## config.mk

```make
export PLATFORM = sky130hd
export DESIGN_NAME = rr_arbiter8_flat
export DESIGN_NICKNAME = d
export VERILOG_FILES = /design/src/rtl/rr_arbiter8_if.sv /design/src/rtl/rr_arbiter8.sv /design/src/flat_wrapper.sv
export SDC_FILE = /design/constraint.sdc
export NUM_CORES = 1
export LEC_CHECK = 0
export BUFFER_PORTS_ARGS = -buffer_cell sky130_fd_sc_hd__buf_4
export CAP_MARGIN = 0
export CORE_AREA = 2 2 71 73
export CTS_CLUSTER_DIAMETER = 60
export DETAILED_ROUTE_END_ITERATION = 6
export DIE_AREA = 0 0 73 75
export PLACE_DENSITY = 0.66
export REMOVE_ABC_BUFFERS = 1
export SETUP_SLACK_MARGIN = 0.1
export SYNTH_ARGS = -nofsm -noshare
export SYNTH_HDL_FRONTEND = slang
export SYNTH_SLANG_ARGS = --single-unit
```

## constraint.sdc

```tcl
create_clock -name clk -period 4.8 [get_ports clk]
set_input_delay 1.2 -clock clk [delete_from_list [all_inputs] [get_ports clk]]
set_output_delay 1.2 -clock clk [all_outputs]
set_load 0.005 [all_outputs]
```

## src/rtl/rr_arbiter8_if.sv

```systemverilog
`default_nettype none
// ============================================================================
//  Module      : rr_arbiter8_if
//  Description : Request/grant bundle between requesters and the 8-way
//                round-robin arbiter driving a 3-to-8 decoder.
//  Revision    : 1.0  initial release
// ============================================================================
interface rr_arbiter8_if;
  logic [7:0] req;            // level-sensitive request per channel
  logic       release_grant;  // granted requester ends its grant ("release" is a reserved word)
  logic [2:0] sel;            // granted channel index (decoder select)
  logic       oe;             // grant valid (decoder output enable)
  logic       timeout;        // one-cycle pulse after a hold-limit forced end
  logic [2:0] ptr;            // round-robin search start (debug)

  // Requester side
  modport master (
    output req, release_grant,
    input  sel, oe, timeout, ptr
  );

  // Arbiter side
  modport slave (
    input  req, release_grant,
    output sel, oe, timeout, ptr
  );
endinterface
`default_nettype wire

```

## src/rtl/rr_arbiter8.sv

```systemverilog
`default_nettype none
// ============================================================================
//  Module      : rr_arbiter8
//  Description : 8-channel round-robin arbiter with optional maximum grant
//                length. Two-state FSM (IDLE/GRANT), registered outputs,
//                mandatory idle cycle between grants.
//  Revision    : 1.0  initial release
// ============================================================================
module rr_arbiter8 #(
  parameter int MAX_HOLD = 16  // maximum grant length in cycles, 0 = unlimited
) (
  input  logic          clk,
  input  logic          rst_n,
  rr_arbiter8_if.slave  bus
);

  // Counter only needs to reach MAX_HOLD-1; keep at least one bit so the
  // unlimited configuration still elaborates cleanly.
  localparam int HW          = (MAX_HOLD < 1) ? 1 : $clog2(MAX_HOLD + 1);
  localparam int HOLD_LAST_I = (MAX_HOLD == 0) ? 0 : MAX_HOLD - 1;
  localparam logic [HW-1:0] HOLD_LAST = HOLD_LAST_I[HW-1:0];

  typedef enum logic [0:0] {
    IDLE  = 1'b0,
    GRANT = 1'b1
  } state_t;

  state_t        state, nxt_state;
  logic [2:0]    sel_q, nxt_sel;
  logic [2:0]    ptr_q, nxt_ptr;
  logic [HW-1:0] hold_q, nxt_hold;
  logic          timeout_q, nxt_timeout;

  logic [2:0]    cand;
  logic [2:0]    win_idx;
  logic          win_found;
  logic          withdrawn;
  logic          at_limit;

  // Round-robin search: first asserted request starting at ptr and wrapping.
  always_comb begin
    cand      = 3'd0;
    win_idx   = ptr_q;
    win_found = 1'b0;
    for (int k = 0; k < 8; k++) begin
      cand = ptr_q + k[2:0];
      if (!win_found && bus.req[cand]) begin
        win_found = 1'b1;
        win_idx   = cand;
      end
    end
  end

  // Grant-end conditions evaluated against the currently granted channel.
  always_comb begin
    withdrawn = ~bus.req[sel_q];
    at_limit  = (MAX_HOLD != 0) && (hold_q == HOLD_LAST);
  end

  // Next-state and next-register logic; everything holds unless changed.
  always_comb begin
    nxt_state   = state;
    nxt_sel     = sel_q;
    nxt_ptr     = ptr_q;
    nxt_hold    = hold_q;
    nxt_timeout = 1'b0;
    case (state)
      IDLE: begin
        // release is deliberately ignored here
        if (win_found) begin
          nxt_state = GRANT;
          nxt_sel   = win_idx;
          nxt_ptr   = win_idx + 3'd1;
          nxt_hold  = '0;
        end
      end
      GRANT: begin
        // req is not re-arbitrated while granted; only req[sel] matters
        if (bus.release_grant || withdrawn || at_limit) begin
          nxt_state   = IDLE;
          // Pulse only when the limit alone ended the grant
          nxt_timeout = at_limit && !bus.release_grant && !withdrawn;
        end else begin
          nxt_hold = hold_q + HW'(1);
        end
      end
      default: begin
        nxt_state = IDLE;
      end
    endcase
  end

  // State and output registers, cleared asynchronously by reset.
  always_ff @(posedge clk or negedge rst_n) begin
    if (!rst_n) begin
      state     <= IDLE;
      sel_q     <= 3'd0;
      ptr_q     <= 3'd0;
      hold_q    <= '0;
      timeout_q <= 1'b0;
    end else begin
      state     <= nxt_state;
      sel_q     <= nxt_sel;
      ptr_q     <= nxt_ptr;
      hold_q    <= nxt_hold;
      timeout_q <= nxt_timeout;
    end
  end

  // Outputs come straight from flops; oe is the decoded state bit.
  assign bus.sel     = sel_q;
  assign bus.ptr     = ptr_q;
  assign bus.timeout = timeout_q;
  assign bus.oe      = (state == GRANT);

endmodule
`default_nettype wire
```

## src/flat_wrapper.sv

```systemverilog
// flat-port wrapper written by rule: the top's interface ports become plain ports
module rr_arbiter8_flat 
#(
  parameter int MAX_HOLD = 16                                                  
)
  (clk, rst_n, bus_req, bus_release_grant, bus_sel, bus_oe, bus_timeout, bus_ptr);
  rr_arbiter8_if bus_i ();
  input  logic clk;
  input  logic rst_n;
  input wire logic [$bits(bus_i.req)-1:0] bus_req;
  input wire logic [$bits(bus_i.release_grant)-1:0] bus_release_grant;
  output wire logic [$bits(bus_i.sel)-1:0] bus_sel;
  output wire logic [$bits(bus_i.oe)-1:0] bus_oe;
  output wire logic [$bits(bus_i.timeout)-1:0] bus_timeout;
  output wire logic [$bits(bus_i.ptr)-1:0] bus_ptr;
  assign bus_i.req = bus_req;
  assign bus_i.release_grant = bus_release_grant;
  assign bus_sel = bus_i.sel;
  assign bus_oe = bus_i.oe;
  assign bus_timeout = bus_i.timeout;
  assign bus_ptr = bus_i.ptr;
  rr_arbiter8 #(.MAX_HOLD(MAX_HOLD)) u_core (.clk(clk), .rst_n(rst_n), .bus(bus_i));
endmodule
```

Word-level counts from Yosys, hierarchy flattened
Index checks and enable logic that the tools add are counted.
Word-level totals
  output and inout bits: 8
  word-level logic and storage cells: 90
  bits of input ports: 11
  flip-flop bits (word level): 13
Cells by class
  multiplexer cells: 41
  magnitude comparators: 9
  eq/ne operators: 3
  add/sub/neg operators: 9
  reductions and logical operators: 21
  bitwise gates (word level): 2
Operators by type and width (count)
  $lt 3x4->1 const B: 9
  $bmux 1 s3: 9
  $mux 1: 21
  $mux 3: 7
  $add 3x3->3 const B: 4
  $mux 5: 2
  $pmux 5 s2: 1
  $logic_and 1x1->1: 9
  $logic_not 1->1: 8
  $add 3x1->3 const B: 2
  $add 3x2->3 const B: 2
  $add 5x1->5 const B: 1
  $eq 5x4->1 const B: 1
  $reduce_and 2->1: 2
  $logic_or 1x1->1: 2
  $ne 2x1->1 const B: 1
  $ne 2x2->1 const B: 1
  $not 1->1: 2
  $pmux 1 s2: 1

Longest topological paths before layout
  depth after elaboration: 26
  mapped depth: 15
  depth with buffers taken out: 11

Worst setup path before layout
Ideal clock, no wire load.
  path kind: register to register
  start point: reg u_core.ptr_q[1] (netlist: u_core.bus.ptr[1])
  end point: reg u_core.ptr_q[2] (netlist: u_core.bus.ptr[2])
  setup time: 125 ps
  data required time: 4675 ps
  stages on the path, launching flop included: 14
  path slack: 916 ps
  data arrival time: 3759 ps
  buffers on the path: 3
  period minus slack after synthesis: 3884 ps
  cells stage by stage: dfrtp_1 buf_2 buf_1 inv_1 ha_1 buf_6 mux2_1 mux4_2 nor3_1 and3b_1 o21ai_0 ha_1 mux2_1 mux2_4
Between the ends
  longest elaborated chain between the ends: 25
  elaborated cells on any way between the ends: 54
  classes of those cells: 8 x add/sub; 31 x mux; 15 x reduce/logical
Ends and longest elaborated chain
  start: declaration: line rr_arbiter8.sv:30  | logic [2:0] ptr_q, nxt_ptr;
  start signal: assignment: line rr_arbiter8.sv:104  | ptr_q <= nxt_ptr;
  branches (longest 23 deep; another with $add 3x1->3)
  $mux 3 *: line rr_arbiter8.sv:47  | if (!win_found && bus.req[cand]) begin
  net u_core.win_idx[1]: line rr_arbiter8.sv:35  | logic [2:0] win_idx;
  $add 3x1->3 *: line rr_arbiter8.sv:73  | nxt_ptr = win_idx + 3'd1;
Mark *: on every way through the listed nets, which the timed path passes. The select of a mux whose other input is x is not followed.
A chain may end at the register's enable or synchronous reset.

Final worst setup path
  start point: reg u_core.ptr_q[0] (netlist: u_core.bus.ptr[0])
  end point: reg u_core.ptr_q[2] (netlist: u_core.bus.ptr[2])
Same word-level chain as after synthesis.

==> results.cfg <==
[synthesis]
yosysUniqueCellTypes = 59
ys_ff_latch = 13
syn_inst = 184
synth_enable_flop_cells = 0
synth_async_sr_flop_share_pct = 100
avgSynthCellArea_sq_um = 10.5
seq_area_frac_synth_pct = 16.8
yosys_warnings = 0
syn_area_sq_um = 1940
synth_ff_type = dfrtp_1

[clocking]
cts_resized = 0
clock_path_buffers = 2
clk_latency_ps = 240
clock-sinks = 13
tritoncts = yes
cts_hold_buf = 0
cts-htree-levels = 1
clkTransAtPathRegs_ps = 60
postCtsSetupRepairBufs = 0
cts_buffers = 3
clockRootBuffer = clkbuf_8

[job]
max_cap_viol_count = 0

[die]
dieArea_sq_um = 5480
die_height_um = 75
core-area_sq_um = 4660
rows = 25
num_io_pins = 19
initial_utilization_pct = 41.6
die_w_um = 73

[sta]
rsz0062_at_grt = no
fmax_ghz = 0.259
layout_min_cycle_time_ps = 3850
timing.setup.tns_ps = 0
worst_hold_slack_ps = 508
finalCritPeriodShare_pct = 80.3
slew_viol_final = 0
setup_viol = 0
setup_ws_ps = 945
finalHoldViolCount = 0
finalClockSkew_ps = 0.705
tightest_slew_ps = 897
slew_headroom_pct = 39.6

[final_layout]
seqCellArea_sq_um = 325
layout_commonest_cell = buf_4
areaGrowthSynthToFinish_pct = 9.22
fin_nets = 208
mostFrequentLayoutCells = buf_4 (21), mux4_2 (17), mux2i_1 (14)
fin_cells = 245
n_antenna_cell = 0
layout-drive-gt1-share_pct = 31.4
multi_input_area_sq_um = 1490
final.fill_count = 443

[grt]
gr-total-overflow = 0
grt_pass1_wl_um = 7310
antenna_found_initial = 0
track_usage_pct = 17.4
grt_max_degree = 25
grt_pass1_vias = 1416

[worst_setup_path]
worstPathCellList = inv_2 > ha_1 > mux4_1 > mux2i_1 > a32oi_1 > nor3_1 > and3b_1 > o21ai_0 > ha_1 > mux2_1 > mux2_4
crit_top_cell = ha_1
cp_top_family = multiplexers
cpMaxStageDelayCell = ha_1
path_class = flop to flop
crit_path_start_kind = flop
critPathLaunch = u_core.bus.ptr[0]
reg2reg_to = u_core.bus.ptr[2]
worst-path-buf-inv = 1
crit_required_ps = 4930
path_max_fanout = 14
worstPathArrival_ps = 3980
rrSetupSlack_ps = 950
r2r-start = u_core.bus.ptr[0]
rr_worst_depth = 11
end_kind = flop
critPathMaxStageDelay_ps = 680

[placed_design]
dp_cells = 241
port_buffers = 18
dp_hpwl_um = 3280
gp_congestion = 0.862
dp_worst_setup_slack_ps = 872

[status]
status = complete, no violations

[drt]
vias_per_cell = 6.41
drtPass1Iterations = 4
remaining_drc_errors = 0
vias = 1570
wl_per_cell_um = 18.1
initialDrtViolationCount = 112
wl_um = 4440
ant_nets = 0

[min_path]
min_path_type = flop to flop
min-delay-start = u_core.hold_q[1]
worst_hold_path.endpoint = u_core.hold_q[1]
holdPathStages = 1
final cells by class:
class                           instances  area share [%]
Clock inverter                          1           0.236
Multi-Input combinational cell        144            70.2
Tap cell                               54            3.19
Timing Repair Buffer                   21            7.44
Sequential cell                        13            15.3
Clock buffer                            3            1.95
Inverter                                9            1.59
per-layer routing:
layer	track usage, %	up-vias	routed length [um]
li1	-	735	-
met1	26.6	777	2150
met2	26.0	54	2070
met3	3.08	4	201
met4	3.50	0	23
met5	0	-	0
cell usage after synthesis, drive strengths merged, types with 4 or more instances:
cell type,instances,area (sq um)
mux4,20,462
mux2i,16,168
dfrtp,13,325
mux2,12,146
nor2,10,37.5
buf,9,58.8
clkbuf,9,33.8
inv,9,33.8
nand2,8,32.5
o21ai,6,30.0
ha,5,62.6
nand3,5,25.0
a211oi,4,30.0
a21oi,4,20.0
xor2,4,42.6
sequential cells by signal (all words and copies together) (netlist names):
name and flops:
u_core.bus.sel 3, u_core.bus.oe 1, u_core.bus.timeout 1, u_core.hold_q 5, u_core.bus.ptr 3
worst max path at each step:
stage | to | slack [ps] | cells after the start
floorplan | u_core.bus.ptr[2] | 740 | 11
detailed placement | u_core.bus.ptr[2] | 870 | 10
global placement | u_core.bus.ptr[2] | 890 | 10
CTS | u_core.bus.ptr[2] | 950 | 11
finish | u_core.bus.ptr[2] | 950 | 11
global route | u_core.bus.ptr[2] | 750 | 11
stage by stage:
stage	instance area, sq um	util, %
6_report	2120	45.5
3_3_place_gp	2070	44.5
3_5_place_dp	2070	44.5
2_1_floorplan	1850	-
4_1_cts	2120	45.5
5_1_grt	2120	45.5
cells by family (layout without fill, tap and decap cells):
logic type / after synthesis / after routing / share of synthesized area (%)
muxes: 48 / 48 / 40.0
adders and majority gates: 5 / 5 / 3.22
buffers and inverters: 27 / 34 / 6.51
DFF: 13 / 13 / 16.8
xor gates and xnor gates: 7 / 7 / 3.55
AOI/OAI and AO/OA: 36 / 36 / 15.1
and+or+nand+nor: 48 / 48 / 14.9
Power is not shown: default switching activity piles up to over one toggle a cycle in this logic, so the estimate is an artifact.
